$ cat src/rtl/sevenseg_pkg.sv
// Shared types and constants for the eight-digit stopwatch display.
// Holds the converter state type, digit count, display range limit and
// the active-low segment patterns ({g,f,e,d,c,b,a}) for 0..9, blank and dash.
package sevenseg_pkg;

   typedef enum logic [1:0] {
      ST_IDLE,
      ST_LOAD,
      ST_SHIFT,
      ST_COMMIT
   } conv_state_t;

   localparam int NUM_DIGITS = 8;
   localparam int BIN_W      = 32;
   localparam int BCD_W      = 4 * NUM_DIGITS;

   localparam logic [BIN_W-1:0] MAX_VALUE = 32'd99_999_999;

   localparam logic [6:0] SEG_0     = 7'b1000000;
   localparam logic [6:0] SEG_1     = 7'b1111001;
   localparam logic [6:0] SEG_2     = 7'b0100100;
   localparam logic [6:0] SEG_3     = 7'b0110000;
   localparam logic [6:0] SEG_4     = 7'b0011001;
   localparam logic [6:0] SEG_5     = 7'b0010010;
   localparam logic [6:0] SEG_6     = 7'b0000010;
   localparam logic [6:0] SEG_7     = 7'b1111000;
   localparam logic [6:0] SEG_8     = 7'b0000000;
   localparam logic [6:0] SEG_9     = 7'b0010000;
   localparam logic [6:0] SEG_BLANK = 7'b1111111;
   localparam logic [6:0] SEG_DASH  = 7'b0111111;

   function automatic logic [6:0] seg_encode(input logic [3:0] digit);
      logic [6:0] pattern;
      case (digit)
         4'd0:    pattern = SEG_0;
         4'd1:    pattern = SEG_1;
         4'd2:    pattern = SEG_2;
         4'd3:    pattern = SEG_3;
         4'd4:    pattern = SEG_4;
         4'd5:    pattern = SEG_5;
         4'd6:    pattern = SEG_6;
         4'd7:    pattern = SEG_7;
         4'd8:    pattern = SEG_8;
         4'd9:    pattern = SEG_9;
         default: pattern = SEG_BLANK;
      endcase
      return pattern;
   endfunction

endpackage

$ cat src/rtl/bin2bcd_seq.sv
// Sequential 32-bit binary to 8-digit BCD converter (shift-add-3).
// Ports:
//   clk, resetn : system clock, async active-low reset
//   start       : accepted only in IDLE; captures bin
//   bin         : binary input, sampled on an accepted start
//   busy        : high in LOAD and SHIFT
//   done        : one-cycle pulse in COMMIT, bcd/overflow valid with it
//   bcd         : packed BCD result, digit k in bits [4k+3:4k]
//   overflow    : captured value exceeds the displayable range
//
// state  | meaning
// IDLE   | waiting for start
// LOAD   | copy captured value into shifter, clear BCD accumulator
// SHIFT  | 32 adjust-then-shift steps, bit_cnt counts down to 0
// COMMIT | result stable for one cycle, done asserted
module bin2bcd_seq
   import sevenseg_pkg::*;
(
   input  logic             clk,
   input  logic             resetn,
   input  logic             start,
   input  logic [BIN_W-1:0] bin,
   output logic             busy,
   output logic             done,
   output logic [BCD_W-1:0] bcd,
   output logic             overflow
);

   conv_state_t      state_q, state_nxt;
   logic [BIN_W-1:0] bin_q;
   logic [BIN_W-1:0] sh_q;
   logic [BCD_W-1:0] bcd_q, bcd_adj;
   logic [4:0]       bit_cnt_q;

   always_comb begin
      state_nxt = state_q;
      busy      = 1'b0;
      done      = 1'b0;
      case (state_q)
         ST_IDLE: begin
            if (start) state_nxt = ST_LOAD;
         end
         ST_LOAD: begin
            busy      = 1'b1;
            state_nxt = ST_SHIFT;
         end
         ST_SHIFT: begin
            busy = 1'b1;
            if (bit_cnt_q == 5'd0) state_nxt = ST_COMMIT;
         end
         ST_COMMIT: begin
            done      = 1'b1;
            state_nxt = ST_IDLE;
         end
         default: state_nxt = ST_IDLE;
      endcase
   end

   // Nibbles >= 5 become >= 10 after the shift, so they are pre-corrected.
   always_comb begin
      bcd_adj = bcd_q;
      for (int i = 0; i < NUM_DIGITS; i++) begin
         if (bcd_q[4*i +: 4] >= 4'd5) bcd_adj[4*i +: 4] = bcd_q[4*i +: 4] + 4'd3;
      end
   end

   always_ff @(posedge clk or negedge resetn) begin
      if (!resetn) begin
         state_q   <= ST_IDLE;
         bin_q     <= '0;
         sh_q      <= '0;
         bcd_q     <= '0;
         bit_cnt_q <= '0;
      end else begin
         state_q <= state_nxt;
         case (state_q)
            ST_IDLE: begin
               if (start) bin_q <= bin;
            end
            ST_LOAD: begin
               sh_q      <= bin_q;
               bcd_q     <= '0;
               bit_cnt_q <= 5'd31;
            end
            ST_SHIFT: begin
               {bcd_q, sh_q} <= {bcd_adj, sh_q} << 1;
               bit_cnt_q     <= bit_cnt_q - 5'd1;
            end
            default: ;
         endcase
      end
   end

   assign bcd      = bcd_q;
   assign overflow = (bin_q > MAX_VALUE);

endmodule

$ cat src/rtl/sevenseg_display.sv
// Eight-digit multiplexed seven-segment stopwatch display (SSSSS.hh).
// Ports:
//   clk, resetn : system clock, async active-low reset
//   value       : stopwatch count in hundredths, captured once per frame
//   an          : active-low digit anodes, an[0] is the rightmost digit
//   seg         : active-low cathodes {g,f,e,d,c,b,a}
//   dp          : active-low decimal point, lit after digit 2
//   busy        : conversion in progress
module sevenseg_display
   import sevenseg_pkg::*;
#(
   parameter int CLK_HZ   = 100_000_000,
   parameter int DIGIT_HZ = 1000
)
(
   input  logic        clk,
   input  logic        resetn,
   input  logic [31:0] value,
   output logic [7:0]  an,
   output logic [6:0]  seg,
   output logic        dp,
   output logic        busy
);

   localparam int DIV   = CLK_HZ / DIGIT_HZ;
   localparam int DIV_W = $clog2(DIV);

   logic [DIV_W-1:0] div_q;
   logic [2:0]       digit_q;
   logic             run_q;
   logic             div_wrap;
   logic             frame_start;

   logic             conv_done;
   logic             conv_ovf;
   logic [BCD_W-1:0] conv_bcd;

   logic [BCD_W-1:0] disp_bcd_q;
   logic             disp_valid_q;
   logic             disp_ovf_q;

   logic [3:0]       cur_nib;
   logic             cur_blank;

   assign div_wrap    = (div_q == DIV_W'(DIV - 1));
   assign frame_start = div_wrap && (digit_q == 3'd7);

   // run_q keeps all anodes off until the first clock after reset release.
   always_ff @(posedge clk or negedge resetn) begin
      if (!resetn) begin
         div_q   <= '0;
         digit_q <= '0;
         run_q   <= 1'b0;
      end else begin
         run_q <= 1'b1;
         if (div_wrap) begin
            div_q   <= '0;
            digit_q <= digit_q + 3'd1;
         end else begin
            div_q <= div_q + DIV_W'(1);
         end
      end
   end

   bin2bcd_seq u_bin2bcd (
      .clk      (clk),
      .resetn   (resetn),
      .start    (frame_start),
      .bin      (value),
      .busy     (busy),
      .done     (conv_done),
      .bcd      (conv_bcd),
      .overflow (conv_ovf)
   );

   // Display contents change only on done, so a scan never mixes frames.
   always_ff @(posedge clk or negedge resetn) begin
      if (!resetn) begin
         disp_bcd_q   <= '0;
         disp_valid_q <= 1'b0;
         disp_ovf_q   <= 1'b0;
      end else if (conv_done) begin
         disp_bcd_q   <= conv_bcd;
         disp_valid_q <= 1'b1;
         disp_ovf_q   <= conv_ovf;
      end
   end

   always_comb begin
      an        = 8'hFF;
      seg       = SEG_BLANK;
      dp        = 1'b1;
      cur_nib   = disp_bcd_q[{digit_q, 2'b00} +: 4];
      cur_blank = 1'b0;
      // Upper five digits blank only while they and every digit above are zero.
      if (digit_q >= 3'd3) begin
         cur_blank = 1'b1;
         for (int i = 3; i < NUM_DIGITS; i++) begin
            if (i >= int'(digit_q) && disp_bcd_q[4*i +: 4] != 4'd0) cur_blank = 1'b0;
         end
      end
      if (run_q) begin
         an[digit_q] = 1'b0;
         if (disp_valid_q) begin
            if (disp_ovf_q) begin
               seg = SEG_DASH;
            end else begin
               seg = cur_blank ? SEG_BLANK : seg_encode(cur_nib);
               dp  = (digit_q != 3'd2);
            end
         end
      end
   end

endmodule

$ cat config.mk
export PLATFORM = sky130hd
export DESIGN_NAME = sevenseg_display
export DESIGN_NICKNAME = d
export VERILOG_FILES = /design/src/rtl/sevenseg_pkg.sv /design/src/rtl/bin2bcd_seq.sv /design/src/rtl/sevenseg_display.sv
export SDC_FILE = /design/constraint.sdc
export NUM_CORES = 1
export LEC_CHECK = 0
export ABC_CLOCK_PERIOD_IN_PS = 2700
export CAP_MARGIN = 20
export CORE_ASPECT_RATIO = 1.5
export CORE_UTILIZATION = 54
export DETAILED_ROUTE_END_ITERATION = 8
export GPL_TIMING_DRIVEN = 0
export PLACE_DENSITY_LB_ADDON = 0.08
export REMOVE_ABC_BUFFERS = 1
export SYNTH_ARGS = -nofsm -noshare
export SYNTH_HDL_FRONTEND = slang
export SYNTH_SLANG_ARGS = --single-unit
$ cat constraint.sdc
create_clock -name clk -period 2.7 [get_ports clk]
set_clock_uncertainty 0.1 [all_clocks]
set_input_delay 0.54 -clock clk [delete_from_list [all_inputs] [get_ports clk]]
set_output_delay 0.54 -clock clk [all_outputs]
set_load 0.05 [all_outputs]
==> Word-level counts from Yosys, hierarchy flattened <==
Memory sizes are Yosys's and may differ from the RTL's.
Index checks and enable logic that the tools add are counted.
{ "classes": {"n_addsub": 11, "magnitude_cmp": 16, "eq_ne": 8, "shifts": 1, "mux": 33, "bitwise": 1, "n_reduce_logical": 17} }
{ "ops": {"columns": ["cell", "n"], "rows": [
  ["$pmux W32 S2", 2],
  ["$ge A4 B3 Y1 const B", 8],
  ["$gt A32 B27 Y1 const B", 1],
  ["$shiftx A32 B6 Y4", 1],
  ["$add A4 B2 Y4 const B", 7],
  ["$mux W4", 7],
  ["$mux W7", 4],
  ["$reduce_bool A4 Y1", 5],
  ["$add A17 B1 Y17 const B", 1],
  ["$eq A17 B17 Y1 const B", 1],
  ["$mux W17", 1],
  ["$mux W1", 12],
  ["$pmux W5 S2", 1],
  ["$ge A3 B3 Y1 const A", 3],
  ["$mux W8", 1],
  ["$not A8 Y8", 1],
  ["$pmux W2 S4", 1],
  ["$logic_and A1 B1 Y1", 6],
  ["$logic_not A5 Y1", 1],
  ["$sub A5 B1 Y5 const B", 1],
  ["$eq A2 B2 Y1 const B", 2],
  ["$lt A3 B4 Y1 const B", 1],
  ["$mux W2", 2],
  ["$reduce_and A2 Y1", 2],
  ["15 further kinds", 15]
]} }
{ "totals": {"ff_bits": 158, "romBits": 112, "in_bits": 34, "wordCells": 99, "mem_count": 1} }
{ "memory_table": {"columns": ["memory", "depth", "word_bits", "rd", "rd_clocked_by_memory_dff", "wr", "line_no", "rtl"], "rows": [
  ["(name not given)", 16, 7, 1, 0, 0, "sevenseg_pkg.sv:34", "case (digit)"]
]} }

==> Longest topological paths before layout <==
{ "logic_depth": {"depth_word": 12, "mapped_depth": 9, "mapped_depth_nobuf": 7} }

==> By module <==
From an unflattened synthesis, not the netlist that was laid out.
{ "unflattened": {"cells_unflattened": 702, "area_unflattened_um2": 8010.2} }
{ "modules_own_cells": {"columns": ["mod", "n_inst", "cells_per_inst", "area_each_um2", "seq_area_each_um2"], "rows": [
  ["bin2bcd_seq", 1, 463, 5126.2, 2577.5],
  ["sevenseg_display", 1, 239, 2884.0, 1376.3]
]} }

==> Least setup slack after synthesis <==
OpenSTA, ideal clock, no wires.
{ "synth_path": {"path_type": "register to output", "startpoint": "register digit_q[2]", "endpoint": "output seg[4]", "arrival_ns": 3.560, "required_time_ns": 2.060, "setup_slack_ns": -1.500, "path_stages_with_launch": 8, "cell_sequence": "dfrtp_1 buf_2 mux4_2 mux2i_1 inv_1 ha_1 and2_1 o311ai_0"} }
{ "synth_between": {"elab_chain_cells": 12, "word_cells_on_any_way": 21} }
{ "synth_lines": {"columns": ["element", "line_no", "rtl"], "rows": [
  ["start, declared", "sevenseg_display.sv:29", "logic [2:0] digit_q;"],
  ["start signal, assigned", "sevenseg_display.sv:58", "digit_q <= digit_q + 3'd1;"],
  ["branches (longest 8 deep; another with $mem_v2 Z16 W7)", null, null],
  ["$mux W7 *", "sevenseg_display.sv:108", "seg = cur_blank ? SEG_BLANK : seg_encode(cur_nib);"],
  ["$mux W7 *", "sevenseg_display.sv:105", "if (disp_ovf_q) begin"],
  ["$mux W7 *", "sevenseg_display.sv:104", "if (disp_valid_q) begin"],
  ["$mux W7 *", "sevenseg_display.sv:102", "if (run_q) begin"],
  ["end, declared", "sevenseg_display.sv:20", "output logic [6:0] seg,"]
]} }
Mark *: on every way between the ends.

==> Worst setup path in the final report <==
{ "layout_path": {"startpoint": "register digit_q[0]", "endpoint": "output seg[4]"} }
The elaborated chain is that of the path after synthesis.

==> impl_metrics.yaml <==
timing:
  fmax_mhz: 313
  slew_headroom_pct: 44.9
  worstMarginPinSlew_ps: 827
  min_period_ps: 3190
  hold_viol: 0
  maxSlewViolCount: 0
  setup_slack_ps: -493
  min_period_over_period_pct: 118
  rsz0062_at_grt: "yes"
  finalSetupViolations: 7
grt:
  grt_use_met3_pct: 3.90
  grt_pass1_wl_um: 27700
  grt_max_degree: 104
  antenna_found_initial: 0
  overflow: 0
  gr-usage-met2_pct: 41.7
  grt_busiest_layer: "met2"
  grt_usage_pct: 23.4
  grt_pass1_vias: 5839
  grtUsageMet1_pct: 27.7
power:
  p_switching_mw: 1.03
  power_switching_share_pct: 19.7
  peakVddDrop_mv: 0.404
  power_density_nw_per_um2: 545
  internal_power_mw: 4.20
  p_seq_share_pct: 46.1
  power.leakage_nw: 4.33
  p_clk_share_pct: 50.9
  p_comb_share_pct: 3.0
die:
  die_area_um2: 15200
  row_count: 53
  start_util_pct: 55.8
  io-pin-count: 51
  die-width_um: 101
  core_um2: 14200
  die_h_um: 150
setup_path:
  cp-end-kind: "primary output"
  critical_path_class: "reg -> out"
  r2r_cells: 6
  critPathRequiredTime_ps: 2060
  start_kind: "flip-flop"
  cp_max_fo: 8
  cp_data_arrival_time_ps: 2550
synthesis:
  synth_edf_count: 0
  syn_area_per_cell_um2: 11.2
  yosys_warnings: 0
  yosysUniqueCellTypes: 51
  syn-instance-count: 710
  async_flop_share_pct: 100
  ys_ff_latch: 158
  seq_area_frac_synth_pct: 49.9
  syn_area_um2: 7920
  synth-main-ff-cell: "dfrtp_1"
detailed_routing:
  drtIter0Drc: 265
  drtPass1Iterations: 5
  drt-vias-per-instance: 5.71
  wl_per_cell_um: 16.9
  vias: 5552
  wl_um: 16400
  drc: 0
  ant_nets: 0
outcome:
  status: "complete, but fails checks"
  violations: "negative setup slack"
job:
  maxCapViolCount: 0
place:
  io_buffers: 50
  hpwl_um: 10400
  dp_slack_ps: -1450
  place_inst: 922
  place.gp.congestion: 0.817
clock_network:
  clkSlewWorstSetupHoldPaths_ps: 60
  cts-root-buf: "clkbuf_16"
  cts_tree: "built"
  clock_path_buffers: 2
  clkLatencyLatePin_ps: 410
  htreeDepth: 4
  cts_buffers: 17
  clock_sinks: 158
cells_and_area:
  syn_to_final_growth_pct: 21.1
  final_cells: 973
  layout_commonest_cell: "dfrtp_1"
  final_nets: 834
  drive_above_1_share_pct: 21.3
  diodes: 0
  mostFrequentLayoutCells: "dfrtp_1 (155), nor2_1 (56), a21oi_1 (54)"
min_path:
  hold_depth: 1
  hold_path.class: "reg -> reg"
## final timing paths
check | endpoint | slack [ps] | start
worst max-delay path | seg[4] | -490 | digit_q[0]
worst min-delay path | disp_valid_q | 370 | disp_valid_q
worst max register to register | u_bin2bcd.bin_q[28] | 210 | div_q[12]
worst min register to register | disp_valid_q | 370 | disp_valid_q
max in group asynchronous | u_bin2bcd.bin_q[15] | 1050 | resetn
min in group asynchronous | u_bin2bcd.bcd[6] | 560 | resetn
## power groups by stage
stage / clock [mW] / combinational, mW / sequential, mW
after floorplan: 0 / 0.0532 / 2.45
after global routing: 2.82 / 0.175 / 2.42
after CTS: 2.71 / 0.162 / 2.41
final: 2.66 / 0.157 / 2.42
after detailed placement: 0 / 0.161 / 2.46
after global placement: 0 / 0.151 / 2.46
## layer usage
metal	up-vias	routed length [µm]
met4	0	369
li1	2615	-
met5	-	0
met2	118	8920
met3	26	577
met1	2793	6540
## critical path: stages (launching register included)
cell and delay, ps:
dfrtp_4 480, mux4_2 550, mux2i_4 240, inv_2 100, ha_4 170, and2_4 140
o311ai_4 270, buf_6 200
## cell usage after synthesis, types with 3 or more instances
| library cell | instances | area (µm²) |
|---|---|---|
| a21oi_1 | 55 | 275 |
| a31oi_1 | 6 | 37.5 |
| and2_1 | 6 | 37.5 |
| and3_1 | 12 | 75.1 |
| buf_1 | 8 | 30.0 |
| buf_6 | 3 | 33.8 |
| clkbuf_1 | 18 | 67.6 |
| dfrtp_1 | 158 | 3950 |
| ha_1 | 32 | 400 |
| inv_1 | 46 | 173 |
| mux2_2 | 38 | 428 |
| mux2_4 | 30 | 450 |
| mux2i_1 | 40 | 400 |
| mux4_2 | 4 | 90.1 |
| nand2_1 | 20 | 75.1 |
| nand2b_1 | 9 | 56.3 |
| nand3_1 | 17 | 85.1 |
| nand4_1 | 3 | 18.8 |
| nor2_1 | 57 | 214 |
| nor2b_1 | 4 | 25.0 |
| nor3_1 | 14 | 70.1 |
| nor4_1 | 6 | 37.5 |
| o211ai_1 | 4 | 30.0 |
| o21ai_0 | 34 | 170 |
| o22ai_1 | 18 | 113 |
| o32ai_1 | 7 | 61.3 |
| or2_2 | 3 | 18.8 |
| xnor2_1 | 23 | 201 |
| xor2_1 | 7 | 61.3 |
## area by class of cell
cell class,instances,area [µm²]
Timing Repair Buffer,71,743
Clock buffer,20,467
Tap cell,192,240
Sequential cell,158,3960
Inverter,46,179
Multi-Input combinational cell,474,3800
Fill cell,1106,4590
Clock inverter,12,206
## stage by stage
| stage | instance area (µm²) | utilization (%) | power, mW | setup TNS [ps] | hold WS (ps) |
|---|---|---|---|---|---|
| 3_5_place_dp | 8600 | 60.6 | 2.62 | -26270 | 356 |
| 5_1_grt | 9600 | 67.6 | 5.41 | -3980 | 401 |
| 6_report | 9600 | 67.6 | 5.23 | -3080 | 371 |
| 4_1_cts | 9490 | 66.9 | 5.29 | -2880 | 370 |
| 3_3_place_gp | 8510 | 60.0 | 2.61 | -940150 | 360 |
| 2_1_floorplan | 7770 | - | 2.50 | -56530 | 144 |
## sequential cells by signal, summed over array words and instances, names as in the netlist
register,cells
disp_bcd_q,32
u_bin2bcd.bcd,32
u_bin2bcd.bin_q,32
u_bin2bcd.sh_q,32
div_q,17
u_bin2bcd.bit_cnt_q,5
digit_q,3
u_bin2bcd.state_q,2
disp_ovf_q,1
disp_valid_q,1
run_q,1
## kinds of logic (layout without fill, tap and decap cells)
group                      after synthesis  count (layout)  synth area share (%)
and+or+nand+nor                        164             165                  10.5
DFF                                    158             158                  49.9
AOI/OAI and AO/OA                      134             134                  9.77
muxes                                  112             112                  17.3
buffers and inverters                   79             149                  4.15
adders and majority gates               32              32                  5.05
xor gates and xnor gates                30              30                  3.32
other                                    1               1                0.0473
## repair_timing
item | CTS | global route
hold buffers | 1 | 0
endpoints found under the hold margin | 9 | 0
pin swaps | 8 | 5
setup buffers | 14 | 3
gates cloned | 1 | 0
resized for setup | 91 | 12
setup endpoints to repair | 57 | 42
No activity file was read; power rests on OpenSTA's default activity.
